===== src/rtl/io_input_ctrl.sv =====
`default_nettype none
// ============================================================================
// Module      : io_input_ctrl
// Description : Memory-mapped input peripheral for the core's IO space.
//               Per channel: 2-flop synchroniser, counter debouncer, sticky
//               W1C rise/fall capture and a maskable level interrupt.
//               Word map: 0 STATE (RO), 1 RISE (W1C), 2 FALL (W1C), 3 IRQ_EN.
// Revision    : 1.0 - initial release
// ============================================================================
module io_input_ctrl #(
    parameter int NUM_CH    = 32,
    parameter int DB_CYCLES = 4,
    parameter int CNT_W     = 16
) (
    input  logic              clk,
    input  logic              rst_n,
    input  logic [NUM_CH-1:0] i_raw,
    input  logic [1:0]        i_addr,
    input  logic              i_rd,
    input  logic              i_wr,
    input  logic [31:0]       i_wdata,
    output logic [31:0]       o_rdata,
    output logic              o_irq
);

    localparam logic [1:0]       c_addr_state  = 2'd0;
    localparam logic [1:0]       c_addr_rise   = 2'd1;
    localparam logic [1:0]       c_addr_fall   = 2'd2;
    localparam logic [1:0]       c_addr_irq_en = 2'd3;
    localparam logic [CNT_W-1:0] c_db_last     = CNT_W'(DB_CYCLES - 1);

    logic [NUM_CH-1:0] r_s1;
    logic [NUM_CH-1:0] r_s2;
    logic [NUM_CH-1:0] r_db;
    logic [NUM_CH-1:0] r_rise;
    logic [NUM_CH-1:0] r_fall;
    logic [NUM_CH-1:0] r_irq_en;

    logic [NUM_CH-1:0] w_db_load;
    logic [NUM_CH-1:0] w_rise_set;
    logic [NUM_CH-1:0] w_fall_set;
    logic [NUM_CH-1:0] w_rise_clr;
    logic [NUM_CH-1:0] w_fall_clr;
    logic [NUM_CH-1:0] w_rise_next;
    logic [NUM_CH-1:0] w_fall_next;
    logic [NUM_CH-1:0] w_irq_en_next;
    logic [31:0]       w_rd_sel;

    // Per-channel debounce counter; w_db_load marks the cycle a new level is accepted
    generate
        for (genvar gi = 0; gi < NUM_CH; gi++) begin : g_ch
            logic [CNT_W-1:0] r_cnt;

            assign w_db_load[gi] = (r_s2[gi] != r_db[gi]) && (r_cnt == c_db_last);

            // Count consecutive mismatching cycles; any agreement restarts the count
            always_ff @(posedge clk) begin
                if (!rst_n) begin
                    r_cnt <= '0;
                end else if (r_s2[gi] == r_db[gi]) begin
                    r_cnt <= '0;
                end else if (r_cnt == c_db_last) begin
                    r_cnt <= '0;
                end else begin
                    r_cnt <= r_cnt + CNT_W'(1);
                end
            end
        end
    endgenerate

    // Two-flop synchroniser and debounced level register
    always_ff @(posedge clk) begin
        if (!rst_n) begin
            r_s1 <= '0;
            r_s2 <= '0;
            r_db <= '0;
        end else begin
            r_s1 <= i_raw;
            r_s2 <= r_s1;
            r_db <= (r_db & ~w_db_load) | (r_s2 & w_db_load);
        end
    end

    // Next-state for edge flags and enable; a set in the same cycle beats a W1C clear
    always_comb begin
        w_rise_set    = w_db_load & r_s2;
        w_fall_set    = w_db_load & ~r_s2;
        w_rise_clr    = '0;
        w_fall_clr    = '0;
        w_irq_en_next = r_irq_en;
        if (i_wr && (i_addr == c_addr_rise)) begin
            w_rise_clr = i_wdata[NUM_CH-1:0];
        end
        if (i_wr && (i_addr == c_addr_fall)) begin
            w_fall_clr = i_wdata[NUM_CH-1:0];
        end
        if (i_wr && (i_addr == c_addr_irq_en)) begin
            w_irq_en_next = i_wdata[NUM_CH-1:0];
        end
        w_rise_next = (r_rise & ~w_rise_clr) | w_rise_set;
        w_fall_next = (r_fall & ~w_fall_clr) | w_fall_set;
    end

    // Read mux over current (pre-write) register values, zero-extended to 32 bits
    always_comb begin
        w_rd_sel = '0;
        case (i_addr)
            c_addr_state:  w_rd_sel[NUM_CH-1:0] = r_db;
            c_addr_rise:   w_rd_sel[NUM_CH-1:0] = r_rise;
            c_addr_fall:   w_rd_sel[NUM_CH-1:0] = r_fall;
            c_addr_irq_en: w_rd_sel[NUM_CH-1:0] = r_irq_en;
            default:       w_rd_sel = '0;
        endcase
    end

    // Flag, enable, read-data and interrupt registers
    always_ff @(posedge clk) begin
        if (!rst_n) begin
            r_rise   <= '0;
            r_fall   <= '0;
            r_irq_en <= '0;
            o_rdata  <= '0;
            o_irq    <= 1'b0;
        end else begin
            r_rise   <= w_rise_next;
            r_fall   <= w_fall_next;
            r_irq_en <= w_irq_en_next;
            if (i_rd) begin
                o_rdata <= w_rd_sel;
            end
            // Uses next-state values so the interrupt tracks the flags edge-for-edge
            o_irq <= |((w_rise_next | w_fall_next) & w_irq_en_next);
        end
    end

endmodule
`default_nettype wire

===== config.mk =====
export PLATFORM = sky130hd
export DESIGN_NAME = io_input_ctrl
export DESIGN_NICKNAME = d
export VERILOG_FILES = /design/src/rtl/io_input_ctrl.sv
export SDC_FILE = /design/constraint.sdc
export NUM_CORES = 1
export LEC_CHECK = 0
export ABC_CLOCK_PERIOD_IN_PS = 2300
export CORE_AREA = 2 2 180 358
export CTS_CLUSTER_SIZE = 30
export DETAILED_ROUTE_END_ITERATION = 10
export DIE_AREA = 0 0 182 360
export PLACE_DENSITY_LB_ADDON = 0.08
export SYNTH_ARGS = -nofsm -noshare
export SYNTH_HDL_FRONTEND = slang
export SYNTH_SLANG_ARGS = --single-unit

===== constraint.sdc =====
create_clock -name clk -period 2.3 [get_ports clk]
set_input_delay 0.46 -clock clk [delete_from_list [all_inputs] [get_ports clk]]
set_output_delay 0.46 -clock clk [all_outputs]
set_load 0.1 [all_outputs]

# ---- Word level (Yosys, flattened, before mapping)
# Cells that the tools add are included.
# Widths: inputs -> output; s select.
dict set report classes {
  reduce_logical 69
  eq_ne 99
  bitwise_logic 15
  mux 4
  n_addsub 32
}
# cell count
set op_table {}
lappend op_table {{$add 16x1->16 const B} 32}
lappend op_table {{$eq 16x2->1 const B} 32}
lappend op_table {{$and 32x32->32} 6}
lappend op_table {{$not 32->32} 4}
lappend op_table {{$or 32x32->32} 4}
lappend op_table {{$pmux 32 s4} 1}
lappend op_table {{$mux 32} 3}
lappend op_table {{$reduce_or 3->1} 32}
lappend op_table {{$logic_and 1x1->1} 35}
lappend op_table {{$eq 1x1->1} 32}
lappend op_table {{$ne 1x1->1} 32}
lappend op_table {{$reduce_or 32->1} 1}
lappend op_table {{$eq 2x2->1 const B} 2}
lappend op_table {{$eq 2x1->1 const B} 1}
lappend op_table {{$logic_not 2->1} 1}
lappend op_table {{$not 1->1} 1}
dict set report totals {
  word_cells 259
  inputBits 70
  ff_bits 737
  output_inout_bits 33
}

# ---- Logic depth before layout (Yosys ltp)
# Gate-level depths: netlist (run 1).
dict set report depth {
  word_depth 9
  ltp_mapped 9
  mapped_depth_nobuf 8
}

# ---- Worst setup path after synthesis (run 1)
# OpenSTA, ideal clock, no wires.
dict set report synth_timing {
  path_type {input -> register}
  start {in i_addr[1]}
  end {reg o_irq}
  setup_ns 0.115
  slack_ns 0.455
  path_buffers 2
  t_required_ns 2.185
  path_stages 8
  t_arrival_ns 1.730
  cell_sequence {buf_4 nand3b_4 buf_6 o21ai_0 a31oi_1 nor4_1 nand4_1 o21a_1}
}
dict set report synth_between {
  elab_chain_len 9
  elab_cells_between_ends 18
  cone_classes {eq/ne (3); mux (3); bitwise (8); reduce/logical (4)}
}
# item line
set synth_rtl {}
lappend synth_rtl {{start, declared} 18} ;# input logic [1:0] i_addr,
lappend synth_rtl {{$eq 2x1->1 / $eq 2x2->1 (equally long branches)} {91, 94}}
lappend synth_rtl {{$logic_and 1x1->1 (on tied branches)} {91, 94}}
lappend synth_rtl {{$mux 32 (on tied branches)} {91, 94}}
lappend synth_rtl {{$not 32->32 (on tied branches)} {100, 101}}
lappend synth_rtl {{$and 32x32->32 (on tied branches)} {100, 101}}
lappend synth_rtl {{$or 32x32->32 (on tied branches)} {100, 101}}
lappend synth_rtl {{$or 32x32->32} 132} ;# o_irq <= |((w_rise_next | w_fall_next) & w_irq_en_next);
lappend synth_rtl {{$and 32x32->32 (*)} 132}
lappend synth_rtl {{$reduce_or 32->1 (*)} 132}
lappend synth_rtl {{end signal, assigned} 132}
lappend synth_rtl {{end, declared} 23} ;# output logic o_irq
# Mark *: on every way between the ends. The rest lies on a longest branch, timed or not.
# A chain may end at the register's enable or synchronous reset.

# ---- Worst setup path in the final report (run 1)
dict set report layout_timing {
  start {reg g_ch[25].r_cnt[1]}
  end {reg o_irq}
}
dict set report layout_between {
  elab_chain_len 7
  elab_cells_between_ends 9
  cone_classes {eq/ne (1); bitwise (6); reduce/logical (2)}
}
# item line
set layout_rtl {}
lappend layout_rtl {{start, declared} 52} ;# logic [CNT_W-1:0] r_cnt;
lappend layout_rtl {{start signal, assigned} 65} ;# r_cnt <= r_cnt + CNT_W'(1);
lappend layout_rtl {{$eq 16x2->1 (*)} 54} ;# assign w_db_load[gi] = (r_s2[gi] != r_db[gi]) && (r_cnt == c_db_last);
lappend layout_rtl {{$logic_and 1x1->1 (*)} 54}
lappend layout_rtl {{$and 32x32->32 (on tied branches)} {86, 87}}
lappend layout_rtl {{$or 32x32->32 (on tied branches)} {100, 101}}
lappend layout_rtl {{$or 32x32->32 (*)} 132}
lappend layout_rtl {{$and 32x32->32 (*)} 132}
lappend layout_rtl {{$reduce_or 32->1 (*)} 132}
# Marked as above.

==> results of run 1 <==
[power by group through the flow]
stage	Sequential (uW)	Clock, uW	Combinational, uW
floorplan	13200	0	381
global placement	13200	0	707
detailed placement	13200	0	721
CTS	12900	12300	724
global route	12900	12800	776
finish	12900	12000	717
[worst max-delay path, cell delays in order (launching register included)]
cell and delay [ns]:
dfxtp_1 0.38, ha_1 0.19, nor4b_1 0.25, nand4_1 0.19, nand2b_1 0.22, a31oi_1 0.44, nor4_1 0.17, nand4_1 0.13
o21a_1 0.10
[state kept, by name, summed over array words and instances (netlist names), named ones only]
name / count
r_s1: 32
o_rdata: 32
r_s2: 32
o_irq: 1
r_fall: 32
r_rise: 32
r_irq_en: 32
g_ch.r_cnt: 512
[cells in the final DEF, fill, tap and decap left out, types with 92 or more instances in the layout]
master   synthesis  routed
xor2_1         278     278
buf_4            1     139
nand3_1        207     207
nor2b_1         93      93
dfxtp_1        737     737
xnor2_1        135     135
inv_1           92      92
nor2_1         548     548
a21oi_1         96      96
o21ai_0        113     113
nand2_1        166     166
[metal layers]
metal	vias up	global-route usage
li1	12000	-
met1	11700	0.237
met2	398	0.403
met3	161	0.0350
met4	2	0.112
met5	-	0
[through the flow]
| step | instances | power (uW) | area [um^2] | worst slack (ns) | hold slack, ns |
|---|---|---|---|---|---|
| floorplan | 3399 | 13600 | 31100 | 0.455 | 0.412 |
| global placement | 4312 | 13900 | 33500 | -0.444 | 0.414 |
| detailed placement | 4312 | 13900 | 33500 | -0.457 | 0.422 |
| CTS | 4432 | 26000 | 35800 | 0.125 | 0.254 |
| global route | 4439 | 26500 | 35900 | 0.00804 | 0.291 |
| finish | 4440 | 25600 | 35900 | 0.188 | 0.300 |
[area by class of cell]
| type | instances | area [um^2] | share of cell area |
|---|---|---|---|
| Clock inverter | 26 | 364 | 0.0101 |
| Tap cell | 792 | 991 | 0.0276 |
| Clock buffer | 94 | 1990 | 0.0555 |
| Sequential cell | 737 | 14800 | 0.411 |
| Timing Repair Buffer | 216 | 1880 | 0.0524 |
| Antenna cell | 6 | 15.0 | 0.000418 |
| Multi-Input combinational cell | 2477 | 15600 | 0.433 |
| Inverter | 92 | 345 | 0.00962 |
[final timing paths]
| check | from | endpoint | slack, ns | cells past startpoint |
|---|---|---|---|---|
| max | g_ch[25].r_cnt[1]$_SDFF_PP0_ | o_irq$_SDFF_PN0_ | 0.19 | 8 |
| min | rst_n | r_rise[31]$_SDFF_PN0_ | 0.30 | 2 |
| max reg2reg | g_ch[25].r_cnt[1]$_SDFF_PP0_ | o_irq$_SDFF_PN0_ | 0.19 | 8 |
| min reg2reg | r_s1[9]$_SDFF_PN0_ | r_s2[9]$_SDFF_PN0_ | 0.43 | 1 |
[what timing repair did]
action / 4_1_cts / 5_1_grt
endpoints found under the setup margin: 0 / 2
buffers inserted: 0 / 2
gates resized for setup: 0 / 3
[kinds of logic (layout without fill, tap and decap cells)]
group,after synthesis,after routing
AO/OA/AOI/OAI,321,321
XOR/XNOR,413,413
adder cells (fa/ha/maj),32,32
buffers and inverters,185,428
multiplexers,96,96
AND/OR/NAND/NOR,1615,1615
flip-flops,737,737
other,0,6
==> results.ini, run 1 <==
[critical_path]
crit_path_start_kind = flip-flop
cp.arrival_ns = 2.68
required_ns = 2.87
crit_type = flip-flop to flip-flop
cp_max_fo = 4
critPathCaptureType = flip-flop

[power]
pwr-share-seq = 0.504
pwr_density_cell_mw_per_mm2 = 713
switchingPower_uw = 5350
p_int_uw = 20300
p_leak_uw = 0.0127
p_sw_frac = 0.209
ir_worst_vdd_mv = 0.645
pwr-share-clk = 0.468
comb_power_share = 0.028

[floorplanning]
num_rows = 130
fp.coreArea_mm2 = 0.0628
dieHeight_um = 360
dieArea_mm2 = 0.0655
ios = 103
start_util = 0.495
fp.dieW_um = 182

[placed_design]
globalplace.congestion = 0.834
hpwl_um = 52100
io_buffers = 102

[timing]
fin_skew_ns = 0.0258
max_slew_margin = 0.593
fin_setup_tns_ns = 0
max_freq_ghz = 0.473
worstMarginPinSlew_ns = 0.609
fin_crit_ns = 2.11
rsz0062_at_grt = false
final_hold_viol_count = 0
slew_viol_final = 0
fin_crit_sh = 0.918
setup_viol = 0

[synth]
synth_area_per_cell_um2 = 9.14
synth_fa_ha_area_frac = 0.0129
ys.flop_type = dfxtp_1
synthTopCellsByArea = dfxtp_1 (47%), xor2_1 (7.8%), nor2_1 (6.6%)
yosys_warnings = 0
ys_ff_latch = 737
synth_compound_area_frac = 0.0586
synth_xor_area_frac = 0.116
synthDistinctLibCells = 41
synth_most_common_cell = dfxtp_1
async_reset_ff_frac = 0
synth_top_area_cell = dfxtp_1
synth_nets = 3501
ys_seq_area_frac = 0.475
muxShareOfSynthArea = 0.0438
yosys-top-cells-count = dfxtp_1 (737), nor2_1 (548), xor2_1 (278), nand3_1 (207), nand2_1 (166)
synth-simple-area-share = 0.268
synthDominantCellAreaShare = 0.475
syn-cell-area_mm2 = 0.0311
synth_edf_count = 0
synth_top_family_by_area = simple AND/OR/NAND/NOR gates
synthCells = 3399

[cts]
cts_buffers = 68
h-tree-depth = 3
ctsHoldBuffers = 0
clk_path_buf_depth = 3
clock_latency_ns = 0.62
root_buffer = clkbuf_16
clkTransAtPathRegs_ns = 0.07
cts_tree = done
clock-sinks = 737

[route]
drt_iter0_drc = 1022
num_vias = 24200
firstDrtPassIters = 5
via_per_inst = 5.46
wirelength_um = 71200
routed-wl-met3_um = 2650
top_layer_used = met5
met2_wirelength_um = 37100
drc = 0
ant_nets = 0
wl_per_cell_um = 16.0
wl_met1_um = 28300

[layout]
final_util = 0.572
layout.nets = 3694
fillers = 5637
area_delta_synth_final_pct = 15.5
drive_gt1_frac = 0.0942

[grt]
antenna_found_initial = 6
first_global_vias = 24500
grt_max_degree = 64
grt_overflow = 0
grt_usage = 0.218
grt_pass1_wl_um = 117000

[hold_path]
hold_path_class = input pin to flip-flop

[outcome]
status = finished clean

[flow_run]
maxCapViolations = 0

No activity file was read; power rests on OpenSTA's default activity.
==> run 2, diff against run 1 <==
Settings changed: CORE_AREA 2 2 180 358 to 2 2 266 203, DIE_AREA 0 0 182 360 to 0 0 268 205.
==> results.ini, run 2 (synthesis gave the netlist of run 1 again) <==
[outcome]
status = finished clean

[cts]
root_buffer = clkbuf_16
clock_latency_ns = 0.61
clock-sinks = 737
h-tree-depth = 3
cts_tree = done
cts_buffers = 72
clkTransAtPathRegs_ns = 0.06
clk_path_buf_depth = 3

[critical_path]
cp_max_fo = 4
rr_startpoint = g_ch[8].r_cnt[0]$_SDFF_PP0_
cp.arrival_ns = 2.68
crit_type = flip-flop to flip-flop
rr_endpoint = o_irq$_SDFF_PN0_
crit_path_start_kind = flip-flop
critPathLaunch = g_ch[8].r_cnt[0]$_SDFF_PP0_
reg2reg_slack_ns = 0.13
critPathCaptureType = flip-flop
rr_worst_depth = 9
required_ns = 2.81

[flow_run]
maxCapViolations = 0

[power]
p_leak_uw = 0.0126
total_power_uw = 25500
pwr_density_cell_mw_per_mm2 = 714
ir_worst_vdd_mv = 0.653

[timing]
finalWorstSetupSlack_ns = 0.134
fin_skew_ns = 0.0121
max_slew_margin = 0.575
slew_viol_final = 0
fin_crit_sh = 0.942
max_freq_ghz = 0.462
hold_ws_ns = 0.323
setup_viol = 0
rsz0062_at_grt = false
worstMarginPinSlew_ns = 0.636
final_hold_viol_count = 0
fin_crit_ns = 2.17

[hold_path]
worst_hold_startpoint = rst_n
hold_path_class = input pin to flip-flop
worstHoldEndpoint = r_s1[11]$_SDFF_PN0_
hold_path_depth = 2

[placed_design]
io_buffers = 102
globalplace.congestion = 0.864
hpwl_um = 47900
pre_cts_ws_ns = -0.386
place_inst = 4201

[route]
wl_per_cell_um = 15.7
num_vias = 24000
drc = 0
ant_nets = 0
drt_iter0_drc = 1359
via_per_inst = 5.53
firstDrtPassIters = 7
wirelength_um = 67900

[layout]
final_cell_mix = dfxtp_1 (737), nor2_1 (548), xor2_1 (278), nand3_1 (207), nand2_1 (166)
final_util = 0.681
drive_gt1_frac = 0.0883
area_delta_synth_final_pct = 14.8
layout.nets = 3672
fin_cells = 4340
final_common_cell = dfxtp_1
fillers = 4163
regMostFlops = g_ch.r_cnt
largest_reg_flops = 512

[grt]
grt_usage = 0.246
grt_overflow = 0
grt_max_degree = 56
grt_pass1_wl_um = 112000
first_global_vias = 23200
antenna_found_initial = 12

[floorplanning]
ios = 103
num_rows = 73
dieArea_mm2 = 0.0549
start_util = 0.594
fp.coreArea_mm2 = 0.0523
fp.dieW_um = 268
dieHeight_um = 205

-- run 2: cell count changes in the layout (fill, tap and decap cells not counted), sizes merged --
cell / delta
bufinv: -6
clkinv: -1
buf: -26
clkbuf: +13
-- run 2: worst max-delay path by stage --
stage                       end  slack, ns  depth (start not counted)
3_3_place_gp   o_irq$_SDFF_PN0_      -0.39                         10
4_1_cts        o_irq$_SDFF_PN0_        0.1                          9
2_1_floorplan  o_irq$_SDFF_PN0_       0.46                          8
6_report       o_irq$_SDFF_PN0_       0.13                          9
5_1_grt        o_irq$_SDFF_PN0_       0.02                          8
3_5_place_dp   o_irq$_SDFF_PN0_      -0.39                         10
-- run 2: stage by stage --
stage / TNS, ns / area [um^2]
6_report: 0 / 35700
2_1_floorplan: 0 / 31100
3_5_place_dp: -0.386 / 33200
3_3_place_gp: -0.391 / 33200
4_1_cts: 0 / 35600
5_1_grt: 0 / 35700
-- run 2: worst max-delay path, stage by stage (launching register included) --
cell      delay [ns]
dfxtp_1         0.33
ha_1            0.25
nor4b_1         0.16
nand4_1         0.18
nand2b_1        0.16
a31oi_2         0.14
nor4_1          0.37
buf_4           0.18
nand4_1         0.12
o21a_1          0.19
-- run 2: what timing repair did --
item                                    4_1_cts  5_1_grt
setup buffers                                 0        7
hold endpoints to repair                      0        0
hold buffers                                  0        0
resized for setup                             0        4
endpoints found under the setup margin        0        3
-- run 2: layout make-up --
type	count	area, um^2	share of cell area
Tap cell	712	891	0.0250
Antenna cell	6	15.0	0.000421
Clock buffer	107	2210	0.0620
Timing Repair Buffer	190	1700	0.0476
Sequential cell	737	14800	0.414
Inverter	92	345	0.00968
Clock inverter	19	190	0.00533
Multi-Input combinational cell	2477	15600	0.436
-- run 2: power by group --
part / total (uW) / internal (uW) / switching (uW)
Combinational: 700 / 328 / 373
Sequential: 12900 / 12900 / 63.0
Clock: 11900 / 6990 / 4870
-- run 2: per-layer routing --
metal,vias to the layer above,GRT usage,part of all wire
met3,142,0.0626,0.062
met5,-,0,0.0013
li1,12000,-,-
met2,488,0.406,0.46
met4,14,0.0780,0.025
met1,11400,0.317,0.45
